## config.mk

```make
export PLATFORM = sky130hd
export DESIGN_NAME = stacker_datapath
export DESIGN_NICKNAME = d
export VERILOG_FILES = /design/src/rtl/stacker_datapath.sv
export SDC_FILE = /design/constraint.sdc
export NUM_CORES = 1
export LEC_CHECK = 0
export ABC_AREA = 1
export CAP_MARGIN = 40
export CORE_MARGIN = 2
export CORE_UTILIZATION = 45
export CTS_CLUSTER_DIAMETER = 200
export DETAILED_ROUTE_END_ITERATION = 8
export PLACE_DENSITY = 0.63
export REMOVE_ABC_BUFFERS = 1
export SETUP_SLACK_MARGIN = 0.02
export SLEW_MARGIN = 20
export SYNTH_ARGS = -nofsm -noshare
export SYNTH_HDL_FRONTEND = slang
export SYNTH_SLANG_ARGS = --single-unit
```

## constraint.sdc

```tcl
create_clock -name clk -period 2.3 [get_ports clk]
set_input_delay 0.46 -clock clk [delete_from_list [all_inputs] [get_ports clk]]
set_output_delay 0.46 -clock clk [all_outputs]
set_load 0.1 [all_outputs]
```

## src/rtl/stacker_datapath.sv

```systemverilog
// stacker_datapath: datapath responder for the block-stacker control FSM.
// Owns block position and bounce direction, the per-block pixel scan, the
// level-dependent move delay and the stop-key capture, and drives the VGA
// adapter write port directly.
//
// Ports:
//   clk, resetn            - clock, asynchronous active-low reset
//   reset_load             - sync active-low position/stop reinitialise
//   reset_counter          - sync active-low delay-counter clear
//   enable_counter         - advance delay counter
//   count_x_enable         - advance pixel scan
//   writeEn                - write strobe from FSM
//   colour_erase_enable    - drive black instead of COLOUR
//   ld_x, ld_y             - together, apply one position update
//   level                  - move-delay select (0: DELAY_L1, 1: DELAY_L2)
//   stop_key               - raw active-low push button (async)
//   done_plot              - last pixel of block presented this cycle
//   enable_erase           - move delay elapsed
//   stop_true              - stop request latched
//   vga_x/vga_y/vga_colour/vga_plot - VGA adapter write port
//   game_over              - stack reached top of screen (sticky)
module stacker_datapath #(
    parameter int unsigned BLOCK_W  = 16,
    parameter int unsigned BLOCK_H  = 4,
    parameter int unsigned STEP     = 4,
    parameter int unsigned Y_START  = 116,
    parameter logic [2:0]  COLOUR   = 3'b111,
    parameter int unsigned DELAY_L1 = 100000000,
    parameter int unsigned DELAY_L2 = 50000000
) (
    input  logic       clk,
    input  logic       resetn,
    input  logic       reset_load,
    input  logic       reset_counter,
    input  logic       enable_counter,
    input  logic       count_x_enable,
    input  logic       writeEn,
    input  logic       colour_erase_enable,
    input  logic       ld_x,
    input  logic       ld_y,
    input  logic       level,
    input  logic       stop_key,
    output logic       done_plot,
    output logic       enable_erase,
    output logic       stop_true,
    output logic [7:0] vga_x,
    output logic [6:0] vga_y,
    output logic [2:0] vga_colour,
    output logic       vga_plot,
    output logic       game_over
);

    localparam int unsigned XW    = 8;
    localparam int unsigned YW    = 7;
    localparam int unsigned CNTW  = 27;
    localparam int unsigned CXW   = (BLOCK_W > 1) ? $clog2(BLOCK_W) : 1;
    localparam int unsigned CYW   = (BLOCK_H > 1) ? $clog2(BLOCK_H) : 1;
    localparam int unsigned X_MAX = 160 - BLOCK_W;

    logic [XW-1:0]   x_pos_q, x_pos_d;
    logic [YW-1:0]   y_pos_q, y_pos_d;
    logic            dir_q, dir_d;
    logic            stop_lat_q, stop_lat_d;
    logic            game_over_q, game_over_d;
    logic [CXW-1:0]  cx_q, cx_d;
    logic [CYW-1:0]  cy_q, cy_d;
    logic [CNTW-1:0] cnt_q, cnt_d;
    logic            sync1_q, sync1_d;
    logic            sync2_q, sync2_d;
    logic            sync3_q, sync3_d;

    logic            upd;
    logic            stop_fall;
    logic [CNTW-1:0] lim_m1;
    logic            last_x;
    logic            last_y;

    assign upd       = ld_x & ld_y;
    // sync3 holds the previous synchronised level for falling-edge detect
    assign stop_fall = sync3_q & ~sync2_q;
    assign lim_m1    = level ? CNTW'(DELAY_L2 - 1) : CNTW'(DELAY_L1 - 1);
    assign last_x    = (cx_q == CXW'(BLOCK_W - 1));
    assign last_y    = (cy_q == CYW'(BLOCK_H - 1));

    // Position, bounce direction, stop latch and game-over
    always_comb begin
        x_pos_d     = x_pos_q;
        y_pos_d     = y_pos_q;
        dir_d       = dir_q;
        stop_lat_d  = stop_lat_q;
        game_over_d = game_over_q;
        if (!reset_load) begin
            x_pos_d    = '0;
            y_pos_d    = YW'(Y_START);
            dir_d      = 1'b0;
            stop_lat_d = 1'b0;
        end else begin
            if (upd) begin
                if (stop_lat_q) begin
                    if (y_pos_q < YW'(BLOCK_H)) begin
                        game_over_d = 1'b1;
                    end else begin
                        y_pos_d = y_pos_q - YW'(BLOCK_H);
                    end
                    x_pos_d    = '0;
                    dir_d      = 1'b0;
                    stop_lat_d = 1'b0;
                end else if (!dir_q) begin
                    // widened compare so x_pos + STEP cannot wrap
                    if ((9'(x_pos_q) + 9'(STEP)) > 9'(X_MAX)) begin
                        dir_d   = 1'b1;
                        x_pos_d = x_pos_q - XW'(STEP);
                    end else begin
                        x_pos_d = x_pos_q + XW'(STEP);
                    end
                end else begin
                    if (x_pos_q < XW'(STEP)) begin
                        dir_d   = 1'b0;
                        x_pos_d = x_pos_q + XW'(STEP);
                    end else begin
                        x_pos_d = x_pos_q - XW'(STEP);
                    end
                end
            end
            // a fresh stop edge beats the clear from a same-cycle update
            if (stop_fall) begin
                stop_lat_d = 1'b1;
            end
        end
    end

    // Pixel scan over one block; held at pixel 0 while idle
    always_comb begin
        cx_d = '0;
        cy_d = '0;
        if (count_x_enable) begin
            cy_d = cy_q;
            if (last_x) begin
                cx_d = '0;
                cy_d = last_y ? '0 : (cy_q + CYW'(1));
            end else begin
                cx_d = cx_q + CXW'(1);
            end
        end
    end

    // Move-delay counter, saturating at the level-selected limit
    always_comb begin
        cnt_d = cnt_q;
        if (!reset_counter) begin
            cnt_d = '0;
        end else if (enable_counter) begin
            cnt_d = (cnt_q >= lim_m1) ? lim_m1 : (cnt_q + CNTW'(1));
        end
    end

    // Stop-key synchroniser chain
    always_comb begin
        sync1_d = stop_key;
        sync2_d = sync1_q;
        sync3_d = sync2_q;
    end

    always_ff @(posedge clk or negedge resetn) begin
        if (!resetn) begin
            x_pos_q     <= '0;
            y_pos_q     <= YW'(Y_START);
            dir_q       <= 1'b0;
            stop_lat_q  <= 1'b0;
            game_over_q <= 1'b0;
            cx_q        <= '0;
            cy_q        <= '0;
            cnt_q       <= '0;
            sync1_q     <= 1'b1;
            sync2_q     <= 1'b1;
            sync3_q     <= 1'b1;
        end else begin
            x_pos_q     <= x_pos_d;
            y_pos_q     <= y_pos_d;
            dir_q       <= dir_d;
            stop_lat_q  <= stop_lat_d;
            game_over_q <= game_over_d;
            cx_q        <= cx_d;
            cy_q        <= cy_d;
            cnt_q       <= cnt_d;
            sync1_q     <= sync1_d;
            sync2_q     <= sync2_d;
            sync3_q     <= sync3_d;
        end
    end

    // Zero-latency outputs from registered state and current strobes
    assign vga_x        = x_pos_q + XW'(cx_q);
    assign vga_y        = y_pos_q + YW'(cy_q);
    assign vga_plot     = writeEn & count_x_enable;
    assign vga_colour   = colour_erase_enable ? 3'b000 : COLOUR;
    assign done_plot    = count_x_enable & last_x & last_y;
    assign enable_erase = (cnt_q == lim_m1);
    assign stop_true    = stop_lat_q;
    assign game_over    = game_over_q;

endmodule

```

# Word level (Yosys, flattened, before mapping)
# Index checks and enable logic that the tools add are counted.
dict set report classes {
  add_sub_neg 9
  n_mul 0
  div 0
  order_cmp 4
  eq_ne 9
  n_shift 0
  mux 29
  bitwise 6
  n_reduce_logical 2
}
# operator count
set op_table {}
lappend op_table {{$mux 27} 4}
lappend op_table {{$mux 8} 6}
lappend op_table {{$mux 7} 4}
lappend op_table {{$add 27x1->27 const B} 1}
lappend op_table {{$eq 27x27->1} 1}
lappend op_table {{$ge 27x27->1} 1}
lappend op_table {{$add 8x3->9 const B} 1}
lappend op_table {{$gt 9x8->1 const B} 1}
lappend op_table {{$mux 1} 9}
lappend op_table {{$add 8x3->8 const B} 1}
lappend op_table {{$add 8x4->8} 1}
lappend op_table {{$lt 8x3->1 const B} 1}
lappend op_table {{$mux 4} 2}
lappend op_table {{$ne 2x1->1 const B} 4}
lappend op_table {{$sub 8x3->8 const B} 1}
lappend op_table {{$add 7x2->7} 1}
lappend op_table {{$lt 7x3->1 const B} 1}
lappend op_table {{$sub 7x3->7 const B} 1}
lappend op_table {{$mux 2} 3}
lappend op_table {{$and 1x1->1} 5}
lappend op_table {{$add 4x1->4 const B} 1}
lappend op_table {{$eq 4x4->1 const B} 1}
lappend op_table {{$reduce_and 4->1} 1}
lappend op_table {{$mux 3} 1}
lappend op_table {{other kinds (6)} 6}
dict set report word_totals {
  regBits 54
  latch_bits 0
  ram_bits 0
  mem_bits_ro 0
  input_bits 12
  out_inout_bits 23
  wordCells 70
  mem_count 0
}

# Longest topological paths before layout
dict set report depth {
  ltp_word 7
  depth_mapped 13
  mapped_depth_nobuf 13
}

# Least setup slack after synthesis
# No wires, ideal clock.
dict set report synth_timing {
  path_kind {register to output}
  startpoint {register x_pos_q[3]}
  endpoint {output vga_x[7]}
  arrival_time_ps 2654
  t_required_ps 1840
  setup_slack_ps -814
  path_stages_with_launch 6
  path_buffers 0
  cell_sequence {dfrtp_1 > ha_1 > a21oi_1 > nor3_1 > nand2_1 > xor2_1}
}
dict set report synth_between {
  elab_chain_cells 1
}
# item line
set synth_rtl {}
lappend synth_rtl {{from (decl)} 60} ;# logic [XW-1:0] x_pos_q, x_pos_d;
lappend synth_rtl {{from (signal assigned)} 178} ;# x_pos_q <= x_pos_d;
lappend synth_rtl {{$add 8x4->8} 193} ;# assign vga_x = x_pos_q + XW'(cx_q);
lappend synth_rtl {{to (decl)} 46} ;# output logic [7:0] vga_x,
# Every way passes these cells.

# Worst setup path after layout
# Same ends and word-level chain as after synthesis.

==> metrics list <==
* Outcome: complete, but fails checks
- The checks that failed: negative setup slack.
* DIE HEIGHT: 93.4 um
- Capture instance of the worst register-to-register path: cnt_q[26]$_DFFE_PN0P_
- The tree is rooted in a sky130_fd_sc_hd__clkbuf_8.
- Maxcap violations: 0
- IO buf count: 34
- In this run the horizontal extent of the chip is 93.4 um.
- STA classifies the critical path endpoint as a primary output.
- Slowest library cell on the worst path: sky130_fd_sc_hd__dfrtp_1
- First-pass GRT wire length: 15,000 um
- Data on the critical path arrives at its endpoint at approximately 1.9 ns.
- The share of the Yosys chip area taken by registers is 0.351.
- The share of total power dissipated in the clock network is 0.298.
* Share of power burned in combinational logic: 0.180
* Total length of routed wires: 8770 um
- Remaining DRCs: 0
- After clock tree synthesis, the clock-pin slew on the worst setup and hold paths is 0.10 ns.
- Ratio of routed vias to standard cells: between 5 and 6
- VDD sags by at most ~0.28 mV.
- Largest net degree at the start of global routing: 34
- The most used flip-flop cell after synthesis is sky130_fd_sc_hd__dfrtp_1.
* Number of clock sinks seen by CTS: 50
* TritonCTS clock tree: built
* Number of primary I/O pins: 35
- The commonest cells after synthesis are sky130_fd_sc_hd__nand2_1, sky130_fd_sc_hd__nor2_1, sky130_fd_sc_hd__inv_1.
- Slew @ Worst Pin: 0.577 ns
- In this design, the stage delay of the slowest critical-path cell is 0.42 ns.
- Post-route core utilization: 0.579
- Clock tree synthesis inserted a total of 5 buffers.
- Synthesized cell area: between 3000 and 4000 sq um
* H-tree level count: 2
* Netlist cell types: 32
- The worst register-to-register path begins at cnt_q[0]$_DFFE_PN0P_.
* Post-route antenna net violation count: 0
- Starting density of the core: 0.465
* First-pass iteration count of the detailed router: 4
* Number of nets in the final layout: between 600 and 700
- P per Cell Area: just under 400 nW/um^2
* Hold Crit Class: input port to asynchronous set/reset pin
* Count of flip-flops with a built-in enable after synthesis: 0
- Post-detailed-route wirelength per cell: 12.9 um
- Across every metal layer, demand over resource in global routing totals 0.213.
- Each instance of the synthesized netlist takes up on average between 6 and 7 sq um.
- Data required time of the critical path: 1.84 ns
- Dividing the final minimum period by the clock period gives 1.01.
- Via count of the first global-routing pass: 3,279
* Minimum hold slack: 0.0897 ns
- Peak clock frequency supported by timing: 429 MHz
* 1st-iter DRT viols: around 130
* Diode insertion count for antenna repair: 0
- Buffers from clock root to sink, at most: 2
- The cell count after synthesis came out at approximately 530.
* Final Worst Setup Slack: -0.0307 ns
- Die Outline Area: 8720 sq um
- The region available for standard cell placement spans about 7700 sq um.
* Pint: 0.00122 W
* Placed instance area: 4210 sq um
- Layout cells sized above 1: 0.175
* TNS Setup: -0.0540 ns
* Worst Setup Start Kind: flop
- The smallest clock period supported by the final layout is computed as about 2.3 ns.
- Vias: 3,411
- Clock Skews: 0.0124 ns
- Worst Path Buf+Inv: 2
* Highest fanout seen on the critical path: 3
* Reg power frac: 0.522
- Synth top area share: 0.299
* R2R depth: 10
- Of the total power, the share spent switching nets is 0.305.
- From synthesis to final layout, the design area changed by 24.4%.
* Final number of max-transition violations: 0
* Final Hold Violating Endpoints: 0
- sky130_fd_sc_hd__dfrtp_1 takes more of the synthesized area than any other cell.
* Net switching power: 0.000535 W
* Count of hold buffers inserted by post-cts repair: 0
- Flop2flop setup slack: 0.34 ns
- For this run the aggregate overflow at the end of global routing stands at 0.
- Setup violations remaining at the end of the flow were counted as 2.
- The analysis attributes to cell leakage a power of 2.25 nW.
- On the critical path the largest part of the delay comes from flip-flops.
- Counting flops with an async set or reset pin after synthesis yields a share of 1.00.
- Post-route cell area: 4470 sq um
* Slew headroom: 0.611
- Yosys attributes the largest share of cell area to sky130_fd_sc_hd__dfrtp_1, sky130_fd_sc_hd__nand2_1, sky130_fd_sc_hd__nand3_1.
- Estimated wirelength of the detail-placed design: 6710 um
- The clock reaches the later pin of the worst-skew pair after 0.31 ns.
* Setup repair after global routing missed its margin: true
* Post-Place Setup Slack: -0.240 ns
* Leading cell type by number of instances after synthesis: sky130_fd_sc_hd__nand2_1
- Yosys printed 0 warnings.
- After synthesis the netlist holds a flip-flop and latch count of 50.
- Number of antenna violations at the first check in global routing: 0
* Rows: 32
- The critical path is of the flop to primary output type.
- Weighted congestion at the end of routability-driven global placement: 0.958
- Worst-path cell chain: ha_4 -> a21oi_4 -> nor3_2 -> buf_4 -> nand2_4 -> xor2_4 -> buf_12
## registers in the layout (all words and copies together), names as in the netlist, 2 cells and up
| register | cells |
|---|---|
| y_pos_q | 5 |
| cnt_q | 27 |
| x_pos_q | 6 |
| cy_q | 2 |
| cx_q | 4 |
## repair_timing
item	in CTS	in global routing
buffers inserted	3	0
resized for setup	12	11
pin swaps	3	4
endpoints found under the setup margin	5	5
## power by group through the flow
stage | sequential [W] | combinational (W) | clock, W
global route | 0.000916 | 0.000344 | 0.000560
CTS | 0.000914 | 0.000311 | 0.000529
detailed placement | 0.000932 | 0.000304 | 0
finish | 0.000914 | 0.000316 | 0.000523
global placement | 0.000931 | 0.000297 | 0
floorplan | 0.000988 | 0.000125 | 0
## placed cells by master (no fill, tap or decap), types with 2 or more instances in the layout
master,n
sky130_fd_sc_hd__nand2_1,176
sky130_fd_sc_hd__nor2_1,56
sky130_fd_sc_hd__inv_1,53
sky130_fd_sc_hd__nand3_1,49
sky130_fd_sc_hd__dfrtp_1,43
sky130_fd_sc_hd__buf_4,37
sky130_fd_sc_hd__xor2_1,19
sky130_fd_sc_hd__o21ai_0,16
sky130_fd_sc_hd__ha_1,13
sky130_fd_sc_hd__buf_12,13
sky130_fd_sc_hd__o21ai_1,11
sky130_fd_sc_hd__clkdlybuf4s50_1,9
sky130_fd_sc_hd__dfstp_2,7
sky130_fd_sc_hd__nor2_2,6
sky130_fd_sc_hd__nand2_2,6
sky130_fd_sc_hd__nor3_1,6
sky130_fd_sc_hd__xnor2_1,6
sky130_fd_sc_hd__inv_2,5
sky130_fd_sc_hd__a21oi_1,5
sky130_fd_sc_hd__ha_4,5
sky130_fd_sc_hd__clkbuf_8,5
sky130_fd_sc_hd__nand4_1,4
sky130_fd_sc_hd__nand3_2,3
sky130_fd_sc_hd__nand2_4,3
sky130_fd_sc_hd__nand3b_1,2
sky130_fd_sc_hd__o31ai_1,2
sky130_fd_sc_hd__o22ai_1,2
sky130_fd_sc_hd__clkinvlp_4,2
## per-stage QoR
stage / std cells / total power, W
after floorplan: 507 / 0.00111
after global placement: 667 / 0.00123
after detailed placement: 667 / 0.00124
after CTS: 678 / 0.00176
after global routing: 679 / 0.00182
final: 679 / 0.00175
## worst register-to-register path, cell delays in order, from the launching register on
cell and delay [ns]:
sky130_fd_sc_hd__dfrtp_1 0.43, sky130_fd_sc_hd__ha_1 0.32, sky130_fd_sc_hd__nand3_1 0.16, sky130_fd_sc_hd__inv_1 0.11
sky130_fd_sc_hd__nand2_2 0.12, sky130_fd_sc_hd__nor2_1 0.31, sky130_fd_sc_hd__nand3_1 0.12, sky130_fd_sc_hd__nand2_1 0.09
sky130_fd_sc_hd__nand3_1 0.07, sky130_fd_sc_hd__nand3_1 0.08, sky130_fd_sc_hd__nand2_1 0.05
## layer usage
layer	global-route usage	wire [um]	vias to the layer above
li1	-	-	1743
met1	0.266	3810	1577
met2	0.369	4410	70
met3	0.0314	320	21
met4	0.0882	234	0
met5	0	0	-
## layout make-up
type / count / area [sq um]
Multi-Input combinational cell: 398 / 2120
Inverter: 59 / 221
Clock inverter: 2 / 15.0
Timing Repair Buffer: 62 / 653
Sequential cell: 50 / 1260
Fill cell: 728 / 3250
Clock buffer: 6 / 72.6
Tap cell: 102 / 128
## kinds of logic (layout without fill, tap and decap cells)
| kind of cell | after synthesis | count (layout) | synth area share |
|---|---|---|---|
| adder cells (fa/ha/maj) | 18 | 18 | 0.0627 |
| AND/OR/NAND/NOR | 315 | 315 | 0.371 |
| AO/OA/AOI/OAI | 38 | 38 | 0.0553 |
| flip-flops | 50 | 50 | 0.351 |
| XOR/XNOR | 27 | 27 | 0.0658 |
| buffers and inverters | 77 | 129 | 0.0943 |
## how the worst max path moves through the flow
| stage | from | depth (start not counted) | to |
|---|---|---|---|
| global route | x_pos_q[3]$_DFFE_PN0P_ | 7 | vga_x[7] |
| floorplan | x_pos_q[3]$_DFFE_PN0P_ | 5 | vga_x[7] |
| detailed placement | level | 15 | cnt_q[20]$_DFFE_PN0P_ |
| global placement | level | 10 | enable_erase |
| CTS | level | 10 | enable_erase |
| finish | x_pos_q[3]$_DFFE_PN0P_ | 7 | vga_x[7] |
No activity file was read; power rests on OpenSTA's default activity.
